===== config.mk =====
export PLATFORM = sky130hd
export DESIGN_NAME = lcd_timing_gen
export DESIGN_NICKNAME = d
export VERILOG_FILES = /design/src/rtl/lcd_timing_pkg.sv /design/src/rtl/lcd_tg_counter.sv /design/src/rtl/lcd_timing_gen.sv
export SDC_FILE = /design/constraint.sdc
export NUM_CORES = 1
export LEC_CHECK = 0
export ABC_AREA = 1
export BUFFER_PORTS_ARGS = -buffer_cell sky130_fd_sc_hd__buf_2
export CAP_MARGIN = 20
export CORE_ASPECT_RATIO = 0.9
export CORE_UTILIZATION = 50
export CTS_BUF_LIST = sky130_fd_sc_hd__clkbuf_8
export DETAILED_ROUTE_END_ITERATION = 10
export GPL_ROUTABILITY_DRIVEN = 1
export PLACE_DENSITY = 0.71
export SYNTH_ARGS = -nofsm -noshare
export SYNTH_HDL_FRONTEND = slang
export SYNTH_SLANG_ARGS = --single-unit
export TNS_END_PERCENT = 1

===== constraint.sdc =====
create_clock -name clk -period 2.42 [get_ports clk]
set_input_delay 0.363 -clock clk [delete_from_list [all_inputs] [get_ports clk]]
set_output_delay 0.363 -clock clk [all_outputs]
set_load 0.01 [all_outputs]

===== src/rtl/lcd_timing_pkg.sv =====
// Shared timing defaults, derived line/frame totals and FSM state encoding for the LCD timing generator.
// Pure definitions: no latency, no flow control.
package lcd_timing_pkg;

  function automatic int seg_total(input int sync, input int bp, input int act, input int fp);
    return sync + bp + act + fp;
  endfunction

  localparam int DEF_CW       = 12;
  localparam int DEF_H_ACTIVE = 480;
  localparam int DEF_H_FP     = 2;
  localparam int DEF_H_SYNC   = 41;
  localparam int DEF_H_BP     = 2;
  localparam int DEF_V_ACTIVE = 272;
  localparam int DEF_V_FP     = 2;
  localparam int DEF_V_SYNC   = 10;
  localparam int DEF_V_BP     = 2;
  localparam int DEF_PRE      = 1;

  localparam int DEF_H_TOTAL = seg_total(DEF_H_SYNC, DEF_H_BP, DEF_H_ACTIVE, DEF_H_FP);
  localparam int DEF_V_TOTAL = seg_total(DEF_V_SYNC, DEF_V_BP, DEF_V_ACTIVE, DEF_V_FP);

  typedef enum logic [1:0] {
    ST_IDLE  = 2'd0,
    ST_RUN   = 2'd1,
    ST_DRAIN = 2'd2
  } tg_state_t;

endpackage


===== src/rtl/lcd_tg_counter.sv =====
// Wrapping counter 0..MAX with terminal-count flag; clr forces zero, inc advances.
// Latency: tc is combinational on the registered count; no backpressure.
module lcd_tg_counter #(
  parameter int W   = 12,
  parameter int MAX = 1
) (
  input  logic         clk,
  input  logic         rst,
  input  logic         clr,
  input  logic         inc,
  output logic [W-1:0] cnt,
  output logic         tc
);

  localparam logic [W-1:0] LAST = W'(MAX);

  assign tc = (cnt == LAST);

  always_ff @(posedge clk) begin
    if (rst || clr) begin
      cnt <= '0;
    end else if (inc) begin
      cnt <= tc ? '0 : cnt + W'(1);
    end
  end

endmodule


===== src/rtl/lcd_timing_gen.sv =====
// LCD sync/data-enable timing generator with a PRE-clock-early pixel-fetch request.
// Latency: outputs are 1 clock behind the h/v counters; free-running, no backpressure.
module lcd_timing_gen
  import lcd_timing_pkg::*;
#(
  parameter int   CW       = DEF_CW,
  parameter int   H_ACTIVE = DEF_H_ACTIVE,
  parameter int   H_FP     = DEF_H_FP,
  parameter int   H_SYNC   = DEF_H_SYNC,
  parameter int   H_BP     = DEF_H_BP,
  parameter int   V_ACTIVE = DEF_V_ACTIVE,
  parameter int   V_FP     = DEF_V_FP,
  parameter int   V_SYNC   = DEF_V_SYNC,
  parameter int   V_BP     = DEF_V_BP,
  parameter logic HS_POL   = 1'b0,
  parameter logic VS_POL   = 1'b0,
  parameter int   PRE      = DEF_PRE
) (
  input  logic          clk,
  input  logic          rst,
  input  logic          en,
  output logic          hs,
  output logic          vs,
  output logic          de,
  output logic [CW-1:0] x,
  output logic [CW-1:0] y,
  output logic          req,
  output logic [CW-1:0] req_x,
  output logic [CW-1:0] req_y,
  output logic          sof,
  output logic          sol,
  output logic          busy
);

  localparam int H_TOTAL = seg_total(H_SYNC, H_BP, H_ACTIVE, H_FP);
  localparam int V_TOTAL = seg_total(V_SYNC, V_BP, V_ACTIVE, V_FP);
  localparam int HA0     = H_SYNC + H_BP;
  localparam int VA0     = V_SYNC + V_BP;

  if (PRE < 0 || PRE > 3) begin : g_bad_pre
    $error("lcd_timing_gen: PRE must be in 0..3");
  end
  if (H_SYNC + H_BP < PRE) begin : g_bad_lead
    $error("lcd_timing_gen: H_SYNC+H_BP must be >= PRE");
  end
  if (H_ACTIVE < 1 || H_SYNC < 1 || H_BP < 0 || H_FP < 0 ||
      V_ACTIVE < 1 || V_SYNC < 1 || V_BP < 0 || V_FP < 0) begin : g_bad_timing
    $error("lcd_timing_gen: illegal timing parameter");
  end
  if (CW < 2 || CW > 30 || H_TOTAL > (1 << CW) || V_TOTAL > (1 << CW)) begin : g_bad_cw
    $error("lcd_timing_gen: CW too narrow for H_TOTAL/V_TOTAL");
  end

  // Decodes run two bits wider than the counters so hc+PRE and the range ends never wrap.
  localparam logic [CW+1:0] HS_END_W = (CW+2)'(H_SYNC);
  localparam logic [CW+1:0] HA0_W    = (CW+2)'(HA0);
  localparam logic [CW+1:0] HA1_W    = (CW+2)'(HA0 + H_ACTIVE);
  localparam logic [CW+1:0] VS_END_W = (CW+2)'(V_SYNC);
  localparam logic [CW+1:0] VA0_W    = (CW+2)'(VA0);
  localparam logic [CW+1:0] VA1_W    = (CW+2)'(VA0 + V_ACTIVE);
  localparam logic [CW+1:0] PRE_W    = (CW+2)'(PRE);

  tg_state_t     state;
  logic          running;
  logic [CW-1:0] hc, vc;
  logic          h_tc, v_tc, frame_end;
  logic [CW+1:0] hc_w, vc_w, hr_w;
  logic          h_sync, v_sync, h_act, v_act, r_act;

  assign running   = (state != ST_IDLE);
  assign frame_end = h_tc && v_tc;

  lcd_tg_counter #(.W(CW), .MAX(H_TOTAL - 1)) u_hcnt (
    .clk (clk),
    .rst (rst),
    .clr (!running),
    .inc (running),
    .cnt (hc),
    .tc  (h_tc)
  );

  lcd_tg_counter #(.W(CW), .MAX(V_TOTAL - 1)) u_vcnt (
    .clk (clk),
    .rst (rst),
    .clr (!running),
    .inc (running && h_tc),
    .cnt (vc),
    .tc  (v_tc)
  );

  assign hc_w   = {2'b00, hc};
  assign vc_w   = {2'b00, vc};
  assign hr_w   = hc_w + PRE_W;
  assign h_sync = (hc_w < HS_END_W);
  assign v_sync = (vc_w < VS_END_W);
  assign h_act  = (hc_w >= HA0_W) && (hc_w < HA1_W);
  assign v_act  = (vc_w >= VA0_W) && (vc_w < VA1_W);
  // The request column stays inside the same line because HA0 >= PRE.
  assign r_act  = (hr_w >= HA0_W) && (hr_w < HA1_W);

  always_ff @(posedge clk) begin
    if (rst) begin
      state <= ST_IDLE;
      hs    <= !HS_POL;
      vs    <= !VS_POL;
      de    <= 1'b0;
      req   <= 1'b0;
      sof   <= 1'b0;
      sol   <= 1'b0;
      busy  <= 1'b0;
      x     <= '0;
      y     <= '0;
      req_x <= '0;
      req_y <= '0;
    end else begin
      case (state)
        ST_IDLE:  if (en) state <= ST_RUN;
        ST_RUN:   if (!en) state <= frame_end ? ST_IDLE : ST_DRAIN;
        ST_DRAIN: begin
          if (en)             state <= ST_RUN;
          else if (frame_end) state <= ST_IDLE;
        end
        default:  state <= ST_IDLE;
      endcase

      busy <= running;
      if (running) begin
        hs  <= h_sync ? HS_POL : !HS_POL;
        vs  <= v_sync ? VS_POL : !VS_POL;
        de  <= h_act && v_act;
        req <= r_act && v_act;
        sof <= (hc == '0) && (vc == '0);
        sol <= (hc == '0);
        if (h_act && v_act) begin
          x <= CW'(hc_w - HA0_W);
          y <= CW'(vc_w - VA0_W);
        end
        if (r_act && v_act) begin
          req_x <= CW'(hr_w - HA0_W);
          req_y <= CW'(vc_w - VA0_W);
        end
      end else begin
        hs  <= !HS_POL;
        vs  <= !VS_POL;
        de  <= 1'b0;
        req <= 1'b0;
        sof <= 1'b0;
        sol <= 1'b0;
      end
    end
  end

endmodule


# After elaboration in Yosys (flattened, before gate mapping)
# Index checks and enable logic that the tools add are counted.
# totals
input_bits	3
output_inout_bits	55
elab_cells	64
register_bits	81
# classes
n_mux	10
n_reduce_logical	18
n_addsub	6
bitwise_logic	1
magnitude_cmp	8
n_eq_ne	7
# ops
operator	count
$add 12x1->12 const B	2
$logic_not 12->1	2
$mux 12	2
$sub 12x6->12 const B	2
$add 12x1->13 const B	1
$ge 13x6->1 const B	1
$lt 13x10->1 const B	1
$eq 12x10->1 const B	1
$eq 12x9->1 const B	1
$ge 12x4->1 const B	1
$ge 12x6->1 const B	1
$lt 12x10->1 const B	1
$lt 12x4->1 const B	1
$lt 12x6->1 const B	1
$lt 12x9->1 const B	1
$sub 12x4->12 const B	1
$mux 2	5
$logic_and 1x1->1	8
$pmux 2 s3	1
$ne 2x2->1 const B	2
$reduce_and 2->1	2
$ne 3x3->1 const B	1
$reduce_and 3->1	1
$eq 2x1->1 const B	1
8 further kinds	9

# Logic depth before layout (Yosys ltp)
# Gate-level depths: netlist (run 1).
# depth
ltp_word	5
depth_mapped	16
depth_no_buf	15

# Cells and area by module
# A second synthesis (run 1) with hierarchy kept.
# hier_totals
hier_cells	671
area_unflattened_um2	4520.6
# modules_own_cells
mod	area_each_um2	seq_area_each_um2	cells_each	instances
lcd_timing_gen	3153.0	1141.1	467	1
lcd_tg_counter at u_vcnt	695.7	240.2	103	1
lcd_tg_counter at u_hcnt	671.9	240.2	101	1

# Worst setup path before layout (run 1)
# No wires, ideal clock.
# synth_path
path_type	register to register
start	register u_hcnt.cnt[0]
end	register req_x[4]
arrival_ps	1842
setup_time_ps	113
stages_incl_launch_ff	16
path_buffers	1
path_slack_ps	465
path_cell_list	dfxtp_1 > inv_1 > ha_1 > nand2_1 > nand2_1 > nand2_1 > nand2_1 > nand2_1 > nand2_1 > nor2_2 > nand3_2 > buf_6 > nand2_4 > nand2_1 > nand2_1 > nor2_1
# synth_via
elab_chain_cells	5
word_cells_on_any_way	7
cone_classes	add/sub (2); order compare (2); reduce/logical (3)
# synth_lines
element	line_no	text
start: declaration	lcd_tg_counter.sv:11	output logic [W-1:0] cnt,
start signal: assignment	lcd_tg_counter.sv:23	cnt <= tc ? '0 : cnt + W'(1);
$add 12x1->13 *	lcd_timing_gen.sv:93	assign hr_w = hc_w + PRE_W;
net hr_w[0]	lcd_timing_gen.sv:67	logic [CW+1:0] hc_w, vc_w, hr_w;
$ge 13x6->1 / $lt 13x10->1 (equally long branches)	lcd_timing_gen.sv:99	assign r_act = (hr_w >= HA0_W) && (hr_w < HA1_W);
$logic_and 1x1->1	lcd_timing_gen.sv:99	
$logic_and 1x1->1	lcd_timing_gen.sv:138	if (r_act && v_act) begin
$reduce_and 2->1 (no source line)	-	
end signal: assignment	lcd_timing_gen.sv:139	req_x <= CW'(hr_w - HA0_W);
end: declaration	lcd_timing_gen.sv:28	output logic [CW-1:0] req_x,
# Mark *: on every way through the listed nets, which the timed path passes. The rest lies on a longest branch.
# A chain may end at the register's enable or synchronous reset.

# Worst setup path in the final report (run 1)
# layout_path
start	register u_hcnt.cnt[1]
end	register req_x[9]
# layout_via
elab_chain_cells	5
word_cells_on_any_way	7
cone_classes	add/sub (2); order compare (2); reduce/logical (3)
# layout_lines
element	line_no
$add 12x1->13 *	lcd_timing_gen.sv:93
$ge 13x6->1 / $lt 13x10->1 (equally long branches)	lcd_timing_gen.sv:99
$logic_and 1x1->1	lcd_timing_gen.sv:99
$logic_and 1x1->1	lcd_timing_gen.sv:138
$reduce_and 2->1 (no source line)	-
# Mark *: on every way between the ends. The rest lies on a longest branch, timed or not.

==> impl_results.rst, run 1 <==
.. list-table::
   :header-rows: 1

   * - Metric
     - Value
   * - Outcome
     - complete, no violations
   * - Worst setup margin
     - 0.188 ns
   * - Register-to-register setup slack
     - 0.19 ns
   * - Net switching fraction of the power
     - 24.6%
   * - Count of final max-slew check failures
     - 0
   * - Core Footprint
     - 7620 sq um
   * - Worst skew pair latency
     - 0.36 ns
   * - Reg2Reg Launch Point
     - u_hcnt.cnt[1]
   * - Cell type group with the largest total delay on the critical path
     - simple AND/OR/NAND/NOR gates
   * - I/O pin cnt
     - 58
   * - Placement Rows
     - 30
   * - Highest clock rate
     - 448 MHz
   * - Leading area contributor after synthesis
     - dfxtp_1
   * - DR iter-0 viols
     - 223
   * - Slowest CP cell
     - dfxtp_1
   * - CTS Buffer Depth
     - 2
   * - Inserted Diodes
     - 0
   * - Hold-critical path endpoint
     - state[1]
   * - Number of instances on the worst hold path
     - 2
   * - Total wire length after detailed routing
     - 9950 microns
   * - First-pass iteration count of the detailed router
     - 5
   * - Detailed-route wire length per cell
     - 13.4 microns
   * - Worst min-delay path category
     - input port to flip-flop
   * - Net total in the final layout
     - 654
   * - Full die area
     - 8280 sq um
   * - Maximum fanout count along the critical path
     - 20
   * - Starting density of the core
     - 52.0%
   * - Sequential power share
     - 54.5%
   * - Global route overflow
     - 0
   * - Internal Power
     - 1.86 mW
   * - Transition time at the pin with the least slew margin
     - 0.588 ns
   * - Share of power burned in the clock network
     - 42.6%
   * - Synth top area share
     - 40.9%
   * - Hold WS
     - 0.178 ns
   * - Static leakage
     - 2.22 nW
   * - Root buffer cell
     - clkbuf_8
   * - Number of enable-type register cells in the synthesized netlist
     - 0
   * - Die W
     - 95.8 microns
   * - Antenna Nets Post-Route
     - 0
   * - First-pass GRT wire length
     - 15800 microns
   * - Sort of element at the start of the critical path
     - flip-flop
   * - Vias
     - 3850
   * - Maxcap violations
     - 0
   * - Area after detailed placement
     - 4330 sq um
   * - Syn_area_per_cell
     - 6.84 sq um
   * - Flip-flop and latch count after synthesis
     - 81
   * - Capture instance of the worst register-to-register path
     - req_x[9]
   * - Fill cells
     - 733
   * - Pre-CTS setup slack
     - -0.0132 ns
   * - Last weighted congestion value of the routability-driven placer
     - 0.878
   * - Final setup fails
     - 0
   * - Post-synth ARST share
     - 0%
   * - Post-CTS clock slew at the launch and capture registers of the worst setup and hold paths
     - 0.09 ns
   * - Final hold vios
     - 0
   * - Die Y-Extent
     - 86.4 microns
   * - Number of instances in the synthesized netlist
     - 579
   * - Number of hold buffers added after CTS
     - 0
   * - Portion of the post-synthesis area used by sequential elements
     - 40.9%
   * - Remaining routing DRC violations
     - 0
   * - Total clock sinks
     - 81
   * - Hold path startpoint
     - en
   * - Proportion of layout cells with a drive suffix above 1
     - 16.8%
   * - Distinct cell type count after synthesis
     - 31
   * - Total routing resource utilization after global routing
     - 24.8%
   * - Port bufs
     - 57
   * - Post-synth design cell area
     - 3960 sq um
   * - Dpl hpwl
     - 7420 microns
   * - Arrival time worst endpoint
     - 2.49 ns
   * - Cell Pwr Density
     - 539 nW/um^2
   * - Path type of the worst setup path
     - flip-flop to flip-flop
   * - Crit path required time
     - 2.68 ns
   * - Minimum clock period after layout
     - 2.23 ns
   * - Share of total power in combinational logic
     - 2.8%
   * - Most frequently used flop master after synthesis
     - dfxtp_1
   * - Final TNS setup
     - 0 ns
   * - Via count of the first global-routing pass
     - 3361
   * - Final worst path period share
     - 92.2%
   * - Setup repair after global routing missed its margin
     - no
   * - Most common library cells after synthesis
     - nand2_1, nor2_1, dfxtp_1
   * - Warnings from Yosys
     - 0
   * - Cts bufs inserted
     - 9
   * - Layout overhead on the synthesized area
     - 15.5%
   * - Cells along the critical path
     - ha_1 > inv_1 > nor2_2 > nand3_1 > nor2_2 > nand2_1 > nand2_1 > nand3_1 > nor2_2 > buf_4 > nand3_1 > nand2_1 > nor2_1
   * - Worst VDD drop
     - 270 uV
   * - Number of vias per cell
     - 5.20
   * - CTS H-tree lvls
     - 3
   * - Switching Power
     - 0.607 mW
   * - Synth Net Count
     - 594
   * - Design Area, Final
     - 4570 sq um
   * - Largest stage delay on the critical path
     - 0.43 ns
   * - Reg2Reg Depth
     - 13
   * - Headroom to the max-slew limit
     - 60.5%
   * - Final Skew
     - 0.0118 ns
   * - Buffers plus inverters on the worst setup path
     - 2
   * - Total power
     - 2.46 mW
   * - Top cells by area in the synthesized netlist
     - dfxtp_1, nand2_1, nor2_1, nand3_1, inv_1
   * - Critical path endpoint category
     - flip-flop
   * - Top-count cell post-synth
     - nand2_1
   * - Antenna violations before repair
     - 0
   * - Largest net degree at the start of global routing
     - 36
   * - CTS tree
     - yes
==> per-layer routing <==
layer  share of wire, %  global-route usage [%]  routed length, microns
met1                 48                    34.2                    4770
met2                 45                    39.1                    4510
met3                5.7                    4.65                     570
met5                  0                       0                       0
met4               0.97                    7.73                      96
==> stage by stage <==
stage          std cells  utilization, %
3_3_place_gp         723            56.8
5_1_grt              740            60.0
3_5_place_dp         723            56.8
6_report             740            60.0
4_1_cts              739            59.6
2_1_floorplan        579               -
==> worst max path at each step <==
stage,slack [ns],cells past startpoint,start,to
floorplan,0.47,15,u_hcnt.cnt[0],req_x[4]
global placement,0.09,14,u_hcnt.cnt[0],req_x[4]
detailed placement,-0.01,14,u_hcnt.cnt[0],req_y[11]
finish,0.19,13,u_hcnt.cnt[1],req_x[9]
CTS,0.09,14,u_hcnt.cnt[0],req_x[4]
global route,0.0007,14,u_hcnt.cnt[1],req_y[5]
==> cells in the final DEF, fill, tap and decap left out, types with 2 or more instances in the layout <==
master and instances:
nand3b_1 6, buf_4 8, nor3_1 14, inv_6 3
nand2_2 4, xor2_1 12, or2_2 2, clkbuf_8 9
nand3_4 2, nor4_1 4, nor2_2 8, buf_2 57
nand3_1 47, inv_2 7, o21ai_1 10, inv_1 47
o21ai_0 18, ha_1 12, dfxtp_2 2, nor2_1 114
nand4_1 10, dfxtp_1 79, nand2_1 132, a21oi_1 24
==> layout make-up <==
class,instances,area [sq um],area share (%)
clock buffers,9,124,2.71
clock inverters,7,83.8,1.83
inverters,55,206,4.52
multi-input cells,427,2070,45.2
flip-flops and latches,81,1620,35.5
well taps,96,120,2.63
repair buffers,65,345,7.55
==> sequential cells by signal (all words and copies together) (netlist names) <==
name,flops
req_x,12
req_y,12
u_hcnt.cnt,12
u_vcnt.cnt,12
x,12
y,12
state,2
busy,1
de,1
hs,1
req,1
sof,1
sol,1
vs,1
==> kinds of logic after synthesis <==
| kind of cell | synth area share, % |
|---|---|
| fa+ha+maj | 3.79 |
| compound gates | 7.36 |
| buf+inv | 7.65 |
| simple gates | 37.4 |
| flops | 40.9 |
| xor+xnor | 2.88 |
==> power groups by stage <==
stage | clock (mW) | sequential [mW] | combinational [mW]
CTS | 1.07 | 1.34 | 0.0690
global placement | 0 | 1.37 | 0.0679
finish | 1.05 | 1.34 | 0.0692
global route | 1.13 | 1.35 | 0.0777
detailed placement | 0 | 1.37 | 0.0681
floorplan | 0 | 1.38 | 0.0458
==> what timing repair did <==
action                                  in CTS  in global routing
pin swaps                                    0                  1
cloned                                       0                  1
endpoints found under the setup margin       4                 24
hold endpoints to repair                     0                  0
resized for setup                            1                  5
buffers inserted                             0                  0
Note: power is estimated with default switching activity, not from simulation.
==> run 2: changes to the inputs <==
- GPL_TIMING_DRIVEN: unset -> 0
==> run 2 against run 1 <==
Sequential cell count did not move. Global-route usage grew 0.49 points. Via count fell by 0.81%. Routed wire length shrank 2.0%. Die area is the same. Non-clock buffer count up 8. Sequential power is essentially flat. Utilization up 0.31 points. Clock-buffer cell count is the same. First-iteration DRC count rose by 30%. Clock power grew 9.5%. Fmax is essentially flat. Critical path type unchanged.
==> impl_results.rst, run 2 (synthesized netlist as in run 1, its figures left out) <==
.. list-table::
   :header-rows: 1

   * - Metric
     - Value
   * - CTS H-tree lvls
     - 3
   * - Dpl hpwl
     - 7630 microns
   * - Total clock sinks
     - 81
   * - Hold WS
     - 0.173 ns
   * - Reg2Reg Depth
     - 11
   * - Starting density of the core
     - 52.0%
   * - Reg2Reg Launch Point
     - u_vcnt.cnt[2]
   * - Fraction of met3 tracks used by global routing
     - 5.44%
   * - Met1 track demand over resource in global routing
     - 34.0%
   * - CTS Buffer Depth
     - 2
   * - DR iter-0 viols
     - 289
   * - Vias
     - 3819
   * - Root buffer cell
     - clkbuf_8
   * - Maxcap violations
     - 0
   * - Maximum fanout count along the critical path
     - 10
   * - Critical path endpoint category
     - flip-flop
   * - Transition time at the pin with the least slew margin
     - 0.540 ns
   * - Headroom to the max-slew limit
     - 63.7%
   * - Most frequent standard cell in the layout excluding fill and tap cells
     - nand2_1
   * - Worst min-delay path category
     - input port to flip-flop
   * - Count of final max-slew check failures
     - 0
   * - I/O pin cnt
     - 58
   * - Post-CTS clock slew at the launch and capture registers of the worst setup and hold paths
     - 0.09 ns
   * - Worst skew pair latency
     - 0.36 ns
   * - Final worst path period share
     - 92.2%
   * - Outcome
     - complete, no violations
   * - Register-to-register setup slack
     - 0.19 ns
   * - Setup repair after global routing missed its margin
     - no
   * - Largest net degree at the start of global routing
     - 17
   * - Most frequent cells in the layout
     - nand2_1, nor2_1, dfxtp_1, buf_2
   * - Port bufs
     - 56
   * - Via count of the first global-routing pass
     - 3415
   * - Minimum clock period after layout
     - 2.23 ns
   * - Cell Pwr Density
     - 558 nW/um^2
   * - Global route overflow
     - 0
   * - Antenna violations before repair
     - 0
   * - Arrival time worst endpoint
     - 2.49 ns
   * - Number of instances on the worst hold path
     - 2
   * - Die Y-Extent
     - 86.4 microns
   * - Final hold vios
     - 0
   * - Core Footprint
     - 7620 sq um
   * - Static leakage
     - 2.23 nW
   * - Last weighted congestion value of the routability-driven placer
     - 0.908
   * - Hold path startpoint
     - en
   * - CTS tree
     - yes
   * - Crit path required time
     - 2.68 ns
   * - Path type of the worst setup path
     - flip-flop to flip-flop
   * - Worst VDD drop
     - 339 uV
   * - Antenna Nets Post-Route
     - 0
   * - Sort of element at the start of the critical path
     - flip-flop
   * - Grt met2 use
     - 40.6%
   * - Highest clock rate
     - 448 MHz
   * - Proportion of layout cells with a drive suffix above 1
     - 16.7%
   * - Final Skew
     - 0.0110 ns
   * - Net total in the final layout
     - 661
   * - First-pass iteration count of the detailed router
     - 5
   * - Cts bufs inserted
     - 9
   * - Detailed-route wire length per cell
     - 13.1 microns
   * - Placement Rows
     - 30
   * - First-pass GRT wire length
     - 16100 microns
   * - Number of buffers inserted to repair setup after CTS
     - 0
   * - Total routing resource utilization after global routing
     - 25.3%
   * - Remaining routing DRC violations
     - 0
   * - Number of vias per cell
     - 5.11
   * - Full die area
     - 8280 sq um
   * - GRT Max-Usage Layer
     - met2
   * - Capture instance of the worst register-to-register path
     - req_x[8]
   * - Hold-critical path endpoint
     - state[1]
   * - Inserted Diodes
     - 0
   * - Final TNS setup
     - 0 ns
   * - Layout overhead on the synthesized area
     - 16.1%
   * - Final setup fails
     - 0
   * - Total wire length after detailed routing
     - 9750 microns
   * - Die W
     - 95.8 microns
-- run 2: per-stage QoR --
step           utilization [%]  instance area, sq um  cells  power [mW]  setup WS (ns)
2_1_floorplan                -                  3960    579        1.42          0.465
3_3_place_gp              57.2                  4360    731        1.44          0.241
3_5_place_dp              57.2                  4360    731        1.45          0.185
4_1_cts                   60.3                  4590    747        2.59          0.173
5_1_grt                   60.3                  4600    747        2.67        0.00899
6_report                  60.3                  4600    747        2.57          0.189
-- run 2: worst max path at each step --
stage                  start        to  slack (ns)  depth (start not counted)
2_1_floorplan  u_hcnt.cnt[0]  req_x[4]        0.47                         15
3_3_place_gp   u_hcnt.cnt[0]  req_x[4]        0.24                         15
3_5_place_dp   u_hcnt.cnt[0]  req_x[4]        0.19                         15
4_1_cts        u_hcnt.cnt[0]  req_x[7]        0.17                         13
5_1_grt        u_hcnt.cnt[2]  req_x[7]       0.009                         13
6_report       u_vcnt.cnt[2]  req_x[8]        0.19                         11
-- run 2: repair_timing --
item | in CTS | in global routing
hold buffers | 0 | 0
endpoints found under the hold margin | 0 | 0
resized for setup | 0 | 2
setup endpoints to repair | 0 | 23
-- run 2: worst max-delay path: stages, from the launching register on --
cell and delay [ns]:
dfxtp_1 0.52, ha_1 0.27, nor2_1 0.11, nand3_1 0.13, nand3_1 0.14, nor2_1 0.16
nand3_1 0.18, nor2_2 0.20, buf_2 0.22, nand3_1 0.09, nand2_1 0.07, nor2_1 0.04
-- run 2: area by class of cell --
type	instances	area [sq um]
multi-input combinational	426	2040
timing repair buffer	56	280
clock buffer	9	124
buffer	17	96.3
clock inverter	7	108
sequential	81	1620
tap	96	120
inverter	55	206
fill	733	3020
-- run 2: where the power goes --
part	switching, mW	internal (mW)	total, mW
combinational	0.0497	0.0214	0.0712
clock	0.548	0.603	1.15
sequential	0.00482	1.34	1.34
total	0.603	1.96	2.57
-- run 2: per-layer routing --
layer | part of all wire, % | up-vias | routed length, microns
li1 | - | 1980 | -
met1 | 48 | 1716 | 4660
met2 | 46 | 109 | 4460
met3 | 5.3 | 14 | 516
met4 | 1.1 | 0 | 112
met5 | 0 | - | 0
==> run 3: changes to the inputs <==
- MAX_ROUTING_LAYER: unset -> met4
==> run 3 against run 2 <==
Routed wire length grew 1.5%. Total power is essentially flat. Via count is essentially flat. Worst setup slack gained 0.029 ns. Clock skew grew 0.0049 ns. Sequential cell count is the same. Clock-buffer cell count is the same. Register-to-register slack gained 0.03 ns. Global-route usage grew 0.42 points. Utilization is essentially flat. Critical path type unchanged. Critical endpoint is now req_x[7].
==> impl_results.rst, run 3 (synthesized netlist as in run 1, its figures left out) <==
.. list-table::
   :header-rows: 1

   * - Metric
     - Value
   * - Final setup fails
     - 0
   * - Area after detailed placement
     - 4360 sq um
   * - Cts bufs inserted
     - 9
   * - Critical path endpoint category
     - flip-flop
   * - Inserted Diodes
     - 0
   * - Number of buffers inserted to repair setup after CTS
     - 0
   * - FF/Latch Area
     - 1620 sq um
   * - Final TNS setup
     - 0 ns
   * - Final Skew
     - 0.0159 ns
   * - Antenna violations before repair
     - 0
   * - Vias
     - 3820
   * - Design Area, Final
     - 4590 sq um
   * - Cell Pwr Density
     - 558 nW/um^2
   * - Die W
     - 95.8 microns
   * - Remaining routing DRC violations
     - 0
   * - Arrival time worst endpoint
     - 2.46 ns
   * - Full die area
     - 8280 sq um
   * - First-pass GRT wire length
     - 15900 microns
   * - CTS Buffer Depth
     - 2
   * - Dpl hpwl
     - 7760 microns
   * - Core Footprint
     - 7620 sq um
   * - Multi-input logic area
     - 2040 sq um
   * - DR iter-0 viols
     - 183
   * - Total routing resource utilization after global routing
     - 25.7%
   * - Outcome
     - complete, no violations
   * - Largest net degree at the start of global routing
     - 17
   * - Post-CTS clock slew at the launch and capture registers of the worst setup and hold paths
     - 0.09 ns
   * - Final hold vios
     - 0
   * - Crit path required time
     - 2.68 ns
   * - Antenna Nets Post-Route
     - 0
   * - CTS tree
     - yes
   * - Hold WS
     - 0.186 ns
   * - Final worst path period share
     - 91.0%
   * - Detailed-route wire length per cell
     - 13.2 microns
   * - Transition time at the pin with the least slew margin
     - 0.560 ns
   * - Setup repair after global routing missed its margin
     - no
   * - Post-layout utilization of the core
     - 60.3%
   * - Most frequent cells in the layout
     - nand2_1, nor2_1, dfxtp_1, buf_2
   * - Global route overflow
     - 0
   * - Fill cells
     - 720
   * - Layout overhead on the synthesized area
     - 16.0%
   * - I/O pin cnt
     - 58
   * - Count of final max-slew check failures
     - 0
   * - Maximum fanout count along the critical path
     - 10
   * - Worst min-delay path category
     - input port to flip-flop
   * - Root buffer cell
     - clkbuf_8
   * - Highest clock rate
     - 454 MHz
   * - Number of vias per cell
     - 5.11
   * - Die Y-Extent
     - 86.4 microns
   * - Path type of the worst setup path
     - flip-flop to flip-flop
   * - Headroom to the max-slew limit
     - 62.4%
   * - Placement Rows
     - 30
   * - Most frequent standard cell in the layout excluding fill and tap cells
     - nand2_1
   * - Minimum clock period after layout
     - 2.20 ns
   * - Worst skew pair latency
     - 0.36 ns
   * - Net total in the final layout
     - 661
   * - Starting density of the core
     - 52.0%
   * - CTS H-tree lvls
     - 3
   * - Via count of the first global-routing pass
     - 3313
   * - Sort of element at the start of the critical path
     - flip-flop
   * - First-pass iteration count of the detailed router
     - 5
   * - Worst VDD drop
     - 336 uV
   * - Number of hold buffers added after CTS
     - 0
   * - Total wire length after detailed routing
     - 9890 microns
   * - Static leakage
     - 2.24 nW
   * - Total clock sinks
     - 81
   * - Last weighted congestion value of the routability-driven placer
     - 0.940
   * - Port bufs
     - 56
   * - Maxcap violations
     - 0
   * - Proportion of layout cells with a drive suffix above 1
     - 16.7%
==> run 3: changes by cell type in the layout (fill, tap and decap cells not counted) <==
cell     delta
dfxtp_2     +1
ha_2        -1
ha_1        +1
dfxtp_1     -1
==> run 3: repair_timing <==
action,CTS,global route
gates resized for setup,0,2
endpoints found under the hold margin,0,0
endpoints found under the setup margin,0,27
==> run 3: path summary, 6_finish.rpt <==
check,from,endpoint,slack (ns),cells after the start
setup / recovery,u_hcnt.cnt[1],req_x[7],0.22,13
setup reg to reg,u_hcnt.cnt[1],req_x[7],0.22,13
hold reg to reg,x[10],x[10],0.44,2
hold / removal,en,state[1],0.19,2
==> run 3: cell type report <==
cell class	instances	area share, %
Buffer	17	2.10
Tap cell	96	2.61
Multi-Input combinational cell	426	44.3
Sequential cell	81	35.3
Clock inverter	7	2.34
Clock buffer	9	2.70
Timing Repair Buffer	56	6.10
Inverter	55	4.49
==> run 3: worst max-delay path, cell delays in order, from the launching register on <==
cell and delay, ns:
dfxtp_1 0.42, ha_1 0.26, inv_1 0.08, nor2_2 0.18
nand3_1 0.14, nor2_2 0.12, nand2_1 0.06, nand2_1 0.07
nand3_1 0.18, nor2_2 0.18, buf_2 0.22, nand3_1 0.10
nand2_1 0.08, nor2_1 0.04
==> run 3: report_power, final <==
group | switching (mW) | internal (mW) | total, mW
Clock | 0.547 | 0.603 | 1.15
Combinational | 0.0502 | 0.0215 | 0.0717
Sequential | 0.00479 | 1.34 | 1.34
Total | 0.602 | 1.96 | 2.57
==> run 3: stage by stage <==
| stage | power, mW | setup slack [ns] | instances |
|---|---|---|---|
| after floorplan | 1.42 | 0.465 | 579 |
| after global placement | 1.44 | 0.236 | 731 |
| after detailed placement | 1.45 | 0.173 | 731 |
| after CTS | 2.58 | 0.169 | 747 |
| after global routing | 2.64 | 0.000993 | 747 |
| final | 2.57 | 0.218 | 747 |
==> run 3: per-layer routing <==
layer | global-route usage (%) | up-vias | part of all wire (%)
met3 | 4.74 | 15 | 5.0
li1 | - | 1982 | -
met2 | 39.6 | 101 | 45
met4 | 7.19 | 0 | 1.5
met5 | - | - | 0
met1 | 34.4 | 1722 | 48
